==> config.mk <==
export PLATFORM = sky130hd
export DESIGN_NAME = game_sequencer
export DESIGN_NICKNAME = d
export VERILOG_FILES = /design/src/rtl/game_sequencer.sv
export SDC_FILE = /design/constraint.sdc
export NUM_CORES = 1
export LEC_CHECK = 0
export ABC_AREA = 0
export BUFFER_PORTS_ARGS = -buffer_cell sky130_fd_sc_hd__buf_2
export CORE_ASPECT_RATIO = 1.2
export CORE_MARGIN = 10
export CORE_UTILIZATION = 50
export DETAILED_ROUTE_END_ITERATION = 7
export MAX_ROUTING_LAYER = met4
export PLACE_DENSITY = 0.77
export SYNTH_ARGS = -nofsm -noshare
export SYNTH_HDL_FRONTEND = slang
export SYNTH_SLANG_ARGS = --single-unit
==> constraint.sdc <==
create_clock -name clk -period 5.44 [get_ports clk]
set_clock_uncertainty 0.05 [all_clocks]
set_input_delay 1.36 -clock clk [delete_from_list [all_inputs] [get_ports clk]]
set_output_delay 1.36 -clock clk [all_outputs]
set_load 0.03 [all_outputs]
==> src/rtl/game_sequencer.sv <==
// Game-flow controller: sequences IDLE/PLAY/HIT/OVER, gates object motion, issues respawn
// and bottle relocation pulses, and tracks lives, score and difficulty level.
module game_sequencer #(
    parameter int LIVES_INIT    = 3,
    parameter int SCORE_W       = 8,
    parameter int DEATH_TICKS   = 30,
    parameter int INVULN_TICKS  = 60,
    parameter int SPEEDUP_EVERY = 5,
    parameter int MAX_LEVEL     = 3
) (
    input  logic               clk,
    input  logic               rst,
    input  logic               tick,
    input  logic               start,
    input  logic               shark_hit,
    input  logic               bottle_hit,
    output logic [1:0]         state,
    output logic               play_en,
    output logic               respawn,
    output logic               bottle_clr,
    output logic               flash,
    output logic [1:0]         lives,
    output logic [SCORE_W-1:0] score,
    output logic [1:0]         level,
    output logic               game_over
);

    localparam int DW = $clog2(DEATH_TICKS + 1);
    localparam int IW = $clog2(INVULN_TICKS + 1);
    localparam int BW = $clog2(SPEEDUP_EVERY + 1);

    typedef enum logic [1:0] {
        IDLE = 2'd0,
        PLAY = 2'd1,
        HIT  = 2'd2,
        OVER = 2'd3
    } state_t;

    state_t             state_q, state_n;
    logic [DW-1:0]      death_q, death_n;
    logic [IW-1:0]      invuln_q, invuln_n;
    logic [BW-1:0]      bcnt_q, bcnt_n;
    logic [1:0]         lives_n;
    logic [SCORE_W-1:0] score_n;
    logic [1:0]         level_n;
    logic               respawn_n, bottle_clr_n, flash_n;
    logic               start_q, bottle_q;
    logic               start_edge, bottle_edge, shark_eff;

    function automatic logic [SCORE_W-1:0] sat_inc_score(input logic [SCORE_W-1:0] v);
        return (v == {SCORE_W{1'b1}}) ? v : v + 1'b1;
    endfunction

    function automatic logic [1:0] sat_inc_level(input logic [1:0] v);
        return (v >= 2'(MAX_LEVEL)) ? v : v + 2'd1;
    endfunction

    assign start_edge  = start && !start_q;
    assign bottle_edge = bottle_hit && !bottle_q;
    assign shark_eff   = shark_hit && (invuln_q == '0);
    assign state       = state_q;

    always_comb begin
        state_n      = state_q;
        death_n      = death_q;
        invuln_n     = invuln_q;
        bcnt_n       = bcnt_q;
        lives_n      = lives;
        score_n      = score;
        level_n      = level;
        respawn_n    = 1'b0;
        bottle_clr_n = 1'b0;
        flash_n      = 1'b0;

        case (state_q)
            IDLE, OVER: begin
                if (start_edge) begin
                    state_n   = PLAY;
                    lives_n   = 2'(LIVES_INIT);
                    score_n   = '0;
                    level_n   = '0;
                    bcnt_n    = '0;
                    invuln_n  = '0;
                    death_n   = '0;
                    respawn_n = 1'b1;
                end
            end
            PLAY: begin
                if (tick) begin
                    if (invuln_q != '0)
                        invuln_n = invuln_q - IW'(1);
                    // A shark collision pre-empts any bottle collected on the same tick
                    if (shark_eff) begin
                        state_n = HIT;
                        lives_n = lives - 2'd1;
                        death_n = DW'(DEATH_TICKS);
                    end else if (bottle_edge) begin
                        score_n      = sat_inc_score(score);
                        bottle_clr_n = 1'b1;
                        if (bcnt_q >= BW'(SPEEDUP_EVERY - 1)) begin
                            bcnt_n  = '0;
                            level_n = sat_inc_level(level);
                        end else begin
                            bcnt_n = bcnt_q + BW'(1);
                        end
                    end
                end
            end
            HIT: begin
                if (tick) begin
                    death_n = death_q - DW'(1);
                    if (death_q <= DW'(1)) begin
                        death_n = '0;
                        if (lives == 2'd0) begin
                            state_n = OVER;
                        end else begin
                            state_n   = PLAY;
                            respawn_n = 1'b1;
                            invuln_n  = IW'(INVULN_TICKS);
                        end
                    end
                end
            end
            default: state_n = IDLE;
        endcase

        if (state_n == PLAY && invuln_n != '0)
            flash_n = invuln_n[2];
        else
            flash_n = (state_n == HIT);
    end

    always_ff @(posedge clk or posedge rst) begin
        if (rst) begin
            state_q    <= IDLE;
            death_q    <= '0;
            invuln_q   <= '0;
            bcnt_q     <= '0;
            lives      <= '0;
            score      <= '0;
            level      <= '0;
            respawn    <= 1'b0;
            bottle_clr <= 1'b0;
            flash      <= 1'b0;
            play_en    <= 1'b0;
            game_over  <= 1'b0;
            start_q    <= 1'b0;
            bottle_q   <= 1'b0;
        end else begin
            state_q    <= state_n;
            death_q    <= death_n;
            invuln_q   <= invuln_n;
            bcnt_q     <= bcnt_n;
            lives      <= lives_n;
            score      <= score_n;
            level      <= level_n;
            respawn    <= respawn_n;
            bottle_clr <= bottle_clr_n;
            flash      <= flash_n;
            play_en    <= (state_n == PLAY);
            game_over  <= (state_n == OVER);
            start_q    <= start;
            // Bottle history only advances on frame ticks so edges are seen at frame rate
            if (tick)
                bottle_q <= bottle_hit;
        end
    end

endmodule

==> impl_metrics.toml, run 1 <==
[die]
core_area_mm2 = 0.004197
die-area_mm2 = 0.007326
die_x_um = 79.82
die_height_um = 91.79
start_util_pct = 51.16
ios = 25
core.rowCount = 26

[min_path]
min_from = "death_q[4]"
hold_depth = 1
holdCritPathClass = "flop to flop"

[yosys]
syn_inst = 243
synth_area_leaders = "dfrtp_1 (41%), ha_1 (5.8%), o21ai_0 (4.7%)"
avgSynthCellArea_um2 = 8.836
ys_types = 52
ys_seq_area_share_pct = 40.79
syn_nets = 259
synth_top_area_share_pct = 40.79
ys_ff_latch = 35
synth_top_area_cell = "dfrtp_1"
synth_warnings = 0
synth_area_mm2 = 0.002147

[routing]
avgViaCountPerCell = 5.783
drtPass1Iterations = 4
drc_errors = 0
wire_per_inst_um = 14.80
ant_nets = 0
wl_um = 4765
vias = 1862
drtIter0Drc = 156

[cells_and_area]
fill_cells = 399
area_growth_pct = 10.72
fin_cells = 322
nNetsFinal = 281
final_layout_size_suffix_gt1_share_pct = 16.54
antennaDiodeCount = 0

[grt]
grtUsageTotal_pct = 13.77
grt_pass1_vias = 1753
grt_max_degree = 36
grt_overflow = 0
antenna_found_initial = 0
grt_first_pass_wirelength_um = 8066

[placed_design]
dp_cells = 314
io_buffers = 24
hpwl_um = 3418
gp_congestion = 0.8868

[sta]
hold_viol = 0
finalSetupViolCount = 0
slew_violations = 0
worstMarginPinSlew_ns = 1.072
setup-tns-final_ns = 0
min_period_ns = 2.904
rsz0062_at_grt = "no"
fmax_ghz = 0.3444
slew_headroom_pct = 27.61
period_share_pct = 53.38

[power_and_ir_drop]
p_sw_share_pct = 49.97
p_int_mw = 0.7172
pwr-share-clk_pct = 12.6
seqPwrFrac_pct = 28.4
vdd_drop_max_mv = 0.2745
switchingPower_mw = 0.7164
p_per_area_mw_per_mm2 = 603.1
p_leak_nw = 1.106
comb_power_share_pct = 59.0

[worst_setup_path]
crit_type = "flop to flop"
r2r-end = "score[7]"
cp-start-kind = "flop"
worst-endpoint-arrival_ns = 3.08
worstPathMaxFanout = 27
rrSetupSlack_ns = 2.54
end_kind = "flop"
setup.worst_path.start = "state[1]"
worst-r2r-cell-count = 7
crit_required_ns = 5.61
reg2reg_from = "state[1]"
endpoint = "score[7]"

[cts]
clock_latency_ns = 0.29
cts_setup_buffers = 0
cts.sinks = 35
clkTransAtPathRegs_ns = 0.07
ctsResizeCount = 0
tritoncts = "built"
cts-root-buf = "clkbuf_8"
cts-buffers-inserted = 5
holdBufCountCts = 0
clockBufferDepth = 2
htreeDepth = 2

[flow_run]
cap_violations = 0

[run_status]
outcome = "finished, final reports clean"
[power groups by stage]
stage | combinational, mW | clock (mW) | sequential, mW
final | 0.846 | 0.181 | 0.407
after global routing | 0.948 | 0.198 | 0.418
after CTS | 0.846 | 0.187 | 0.407
after detailed placement | 0.841 | 0 | 0.411
after global placement | 0.827 | 0 | 0.411
after floorplan | 0.618 | 0 | 0.460
[layout make-up]
cell class | instances | area [um2] | area share [%]
sequential | 35 | 875.8 | 36.84
timing repair buffer | 25 | 127.6 | 5.368
clock inverter | 1 | 5.005 | 0.2105
tap | 56 | 70.07 | 2.947
clock buffer | 7 | 76.32 | 3.211
multi-input combinational | 178 | 1147 | 48.26
inverter | 20 | 75.07 | 3.158
[flip-flops by register name, summed over array words and instances, names as in the netlist, 2 cells and up]
register  count
lives         2
bcnt_q        3
level         2
score         8
invuln_q      6
death_q       5
state         2
[layer usage]
metal / wire length (um) / part of all wire (%) / GRT usage, % / vias to the layer above
met4: 86 / 1.8 / 5.294 / 0
met5: 0 / 0 / - / -
met1: 2013 / 42 / 15.68 / 893
met2: 2366 / 50 / 22.36 / 50
li1: - / - / - / 909
met3: 299 / 6.3 / 3.809 / 10
[synthesized netlist by cell type (all sizes together)]
cell and number:
a211o 1, a21bo 1, a21o 2, a21oi 18, a22o 2, a31oi 2, a32oi 1, a41o 1
and2 1, and4bb 1, buf 5, clkbuf 5, dfrtp 35, ha 10, inv 20, mux2 1
mux2i 4, nand2 22, nand2b 3, nand3 12, nand3b 2, nand4 1, nor2 21, nor2b 6
nor3 6, nor3b 2, nor4 1, nor4b 2, o211ai 3, o21a 4, o21ai 22, o21ba 1
o21bai 1, o221ai 1, o22ai 3, o311ai 2, o31a 2, o31ai 2, o41ai 2, or2 4
or3 1, or3b 1, or4 4, or4b 2
[stage by stage]
stage                     setup slack (ns)  cell area, um2  power, mW  util (%)  hold WS [ns]
after global placement               2.391            2296      1.238     54.71        0.4664
after CTS                            2.535            2377      1.440     56.65        0.4680
after floorplan                      2.704            2147      1.078         -        0.4203
final                                2.536            2377      1.434     56.65        0.4600
after detailed placement             2.307            2296      1.252     54.71        0.4613
after global routing                 2.265            2377      1.564     56.65        0.5014
[cells by family (layout without fill, tap and decap cells)]
group	Yosys count	after routing	synth area share [%]
AOI/OAI and AO/OA	71	71	22.32
DFF	35	35	40.79
and+or+nand+nor	92	92	22.90
buffers and inverters	30	53	5.769
adders and majority gates	10	10	5.828
muxes	5	5	2.389
[worst min path at each step]
stage / endpoint
2_1_floorplan: death_q[4]
3_3_place_gp: death_q[4]
3_5_place_dp: death_q[4]
4_1_cts: death_q[4]
5_1_grt: death_q[4]
6_report: death_q[4]
[cell usage in the layout (no fill, tap or decap), types with 3 or more instances in the layout]
master | netlist | routed
o21ai_0 | 20 | 20
nand2_1 | 22 | 22
or2_2 | 3 | 3
a21oi_1 | 17 | 17
clkbuf_8 | 0 | 5
nand2b_1 | 3 | 3
dfrtp_1 | 35 | 35
nor2_1 | 21 | 21
mux2i_1 | 4 | 4
or4_1 | 4 | 4
nand3_1 | 12 | 12
o211ai_1 | 3 | 3
nor2b_1 | 6 | 6
nor3_1 | 6 | 6
buf_2 | 3 | 24
inv_1 | 20 | 20
ha_1 | 10 | 10
o21a_1 | 4 | 4
[worst max-delay path, stage by stage (launching register included)]
cell     delay, ns
dfrtp_1       0.42
inv_1         0.10
ha_1          0.78
nor2_1        0.16
a211o_1       0.43
a21oi_2       0.35
or4b_1        0.47
nand3_1       0.08
Power figures use the tool's default switching activity.
==> run 2: changes to the inputs <==
- ABC_AREA: 0 -> 1
- PLACE_DENSITY: 0.77 -> 0.8
- clock period: 5.44 -> 2.55 ns (I/O delays scaled with it)
==> run 2 against run 1 <==
Routed wire length decreased by 4.4%. Via count decreased by 3.5%. Critical path depth increased by 2. Design area decreased by 1.1%. Sequential cell count unchanged. Combinational power increased by 97%. Critical endpoint is now score[6].
==> impl_metrics.toml, run 2 <==
[worst_setup_path]
cp_slowest_cell = "dfrtp_1"
crit_required_ns = 2.67
slowest_delay_ns = 0.40
crit_top_cell = "nor2_1"
crit_chain = "inv_1 > ha_1 > nor2_1 > nor3_4 > nand4_2 > inv_2 > nand3_1 > o21ai_1 > nor2_1"
worst-endpoint-arrival_ns = 2.28
end_kind = "flop"
cp_top_family = "simple AND/OR/NAND/NOR gates"
cp-start-kind = "flop"
worst-path-buf-inv = 2
worstPathMaxFanout = 13
crit_type = "flop to flop"

[routing]
avgViaCountPerCell = 5.251
drtIter0Drc = 106
drc_errors = 0
vias = 1796
wire_per_inst_um = 13.32
wl_um = 4554
drtPass1Iterations = 4
ant_nets = 0

[yosys]
ys_types = 36
avgSynthCellArea_um2 = 8.077
async_flop_share_pct = 100.0
synth_top_area_cell = "dfrtp_1"
syn_inst = 259
syn_nets = 275
synth_area_leaders = "dfrtp_1 (42%), nand2_1 (8.6%), o21ai_0 (6.5%)"
synth_edf_count = 0
synth_area_mm2 = 0.002092
yosys_most_used_dff = "dfrtp_1"
ys_top_cells_by_count = "nand2_1 (48), dfrtp_1 (35), inv_1 (32)"
synth_warnings = 0
ys_ff_latch = 35
synth_top_area_share_pct = 41.87
yosysMostFrequentCell = "nand2_1"
ys_seq_area_share_pct = 41.87

[cts]
cts-root-buf = "clkbuf_8"
clkTransAtPathRegs_ns = 0.07
cts.sinks = 35
clock_latency_ns = 0.28
htreeDepth = 2
ctsResizeCount = 0
cts_setup_buffers = 0
holdBufCountCts = 0
clockBufferDepth = 2
tritoncts = "built"
cts-buffers-inserted = 5

[sta]
setup-tns-final_ns = 0
worstMarginPinSlew_ns = 0.4551
period_share_pct = 84.67
final.setup.worst_slack_ns = 0.3908
rsz0062_at_grt = "no"
fmax_ghz = 0.4631
slew_headroom_pct = 69.66
min_period_ns = 2.159
hold_viol = 0
holdWs_ns = 0.3977
finalSetupViolCount = 0
slew_violations = 0

[die]
ios = 25
start_util_pct = 52.25
core.rowCount = 25
die_height_um = 90.86
core_area_mm2 = 0.004004
die-area_mm2 = 0.007182
die_x_um = 79.05

[cells_and_area]
largest-register = "score"
area_growth_pct = 12.38
fin_util_pct = 58.72
fill_cells = 376
fin_cells = 342
final_layout_size_suffix_gt1_share_pct = 19.79
reg_top3 = "score: 8 flops, invuln_q: 6 flops, death_q: 5 flops"
antennaDiodeCount = 0
nNetsFinal = 303
final_common_cell = "nand2_1"
fin_area_mm2 = 0.002351
mostFrequentLayoutCells = "nand2_1 (48), dfrtp_1 (35), inv_1 (32), o21ai_0 (27), buf_2 (24)"
largest_reg_flops = 8

[placed_design]
gp_congestion = 0.9050
placed_cell_area_mm2 = 0.002270
dp_cells = 334
io_buffers = 24
hpwl_um = 3419
dp_slack_ns = 0.3972

[power_and_ir_drop]
comb_power_share_pct = 57.0
switchingPower_mw = 1.460
vdd_drop_max_mv = 0.6361
p_leak_nw = 1.184
p_per_area_mw_per_mm2 = 1243
p_int_mw = 1.463
seqPwrFrac_pct = 29.9
p_sw_share_pct = 49.95
total_power_mw = 2.923
pwr-share-clk_pct = 13.0

[grt]
antenna_found_initial = 0
grt_overflow = 0
grt_first_pass_wirelength_um = 8024
grtUsageTotal_pct = 13.94
grt_pass1_vias = 1767
grt_max_degree = 36

[flow_run]
cap_violations = 0

[run_status]
outcome = "finished, final reports clean"

[min_path]
holdCritPathClass = "input pin to asynchronous set/reset pin"
run 2: cell types whose count changed after synthesis, moves of 4 or more:
cell     change
o21ai_0      +7
nand2_2      +6
nand2_1     +26
nor2_1       -6
xor2_1       +5
inv_1       +12
nand4_1      +4
nor2b_1      -6
nor2_2       +4
nand3_1      +4
mux2i_1      -4
or4_1        -4
o31ai_2      +4
run 2: cell families after synthesis:
group / count (synthesis) / synth area share (%)
simple gates: 103 / 23.50
compound gates: 62 / 17.76
buf+inv: 43 / 8.373
flops: 35 / 41.87
fa+ha+maj: 10 / 5.981
xor+xnor: 6 / 2.512
run 2: per-layer routing:
layer,vias up,track usage (%),part of all wire (%)
met5,-,-,0
met4,0,4.641,1.8
met3,7,4.183,5.1
met1,836,15.81,45
met2,39,22.68,49
li1,914,-,-
run 2: final timing paths:
check | start | slack [ns] | to | cells past startpoint
worst max-delay path | state[1] | 0.39 | score[6] | 9
worst min-delay path | rst | 0.40 | respawn | 3
worst max register to register | state[1] | 0.39 | score[6] | 9
worst min register to register | bottle_q | 0.41 | bottle_clr | 1
max in group asynchronous | rst | 1.73 | state[0] | 3
min in group clk | bottle_q | 0.41 | bottle_clr | 1
run 2: worst min-delay path, cell delays in order:
cell and delay (ns):
buf_2 0.09, inv_1 0.04, buf_4 0.39
run 2: final cells by class:
type	instances	area, um2	area share, %
well taps	54	67.56	2.874
multi-input cells	181	1041	44.28
repair buffers	28	150.1	6.386
clock buffers	7	76.32	3.246
inverters	36	135.1	5.748
clock inverters	1	5.005	0.2129
flip-flops and latches	35	875.8	37.25
run 2: power groups by stage:
stage	logic, mW	registers, mW	clock network (mW)
after floorplan	1.11	1.05	0
after global placement	1.62	0.883	0
after detailed placement	1.68	0.885	0
after CTS	1.68	0.876	0.393
after global routing	1.90	0.904	0.419
final	1.67	0.874	0.381
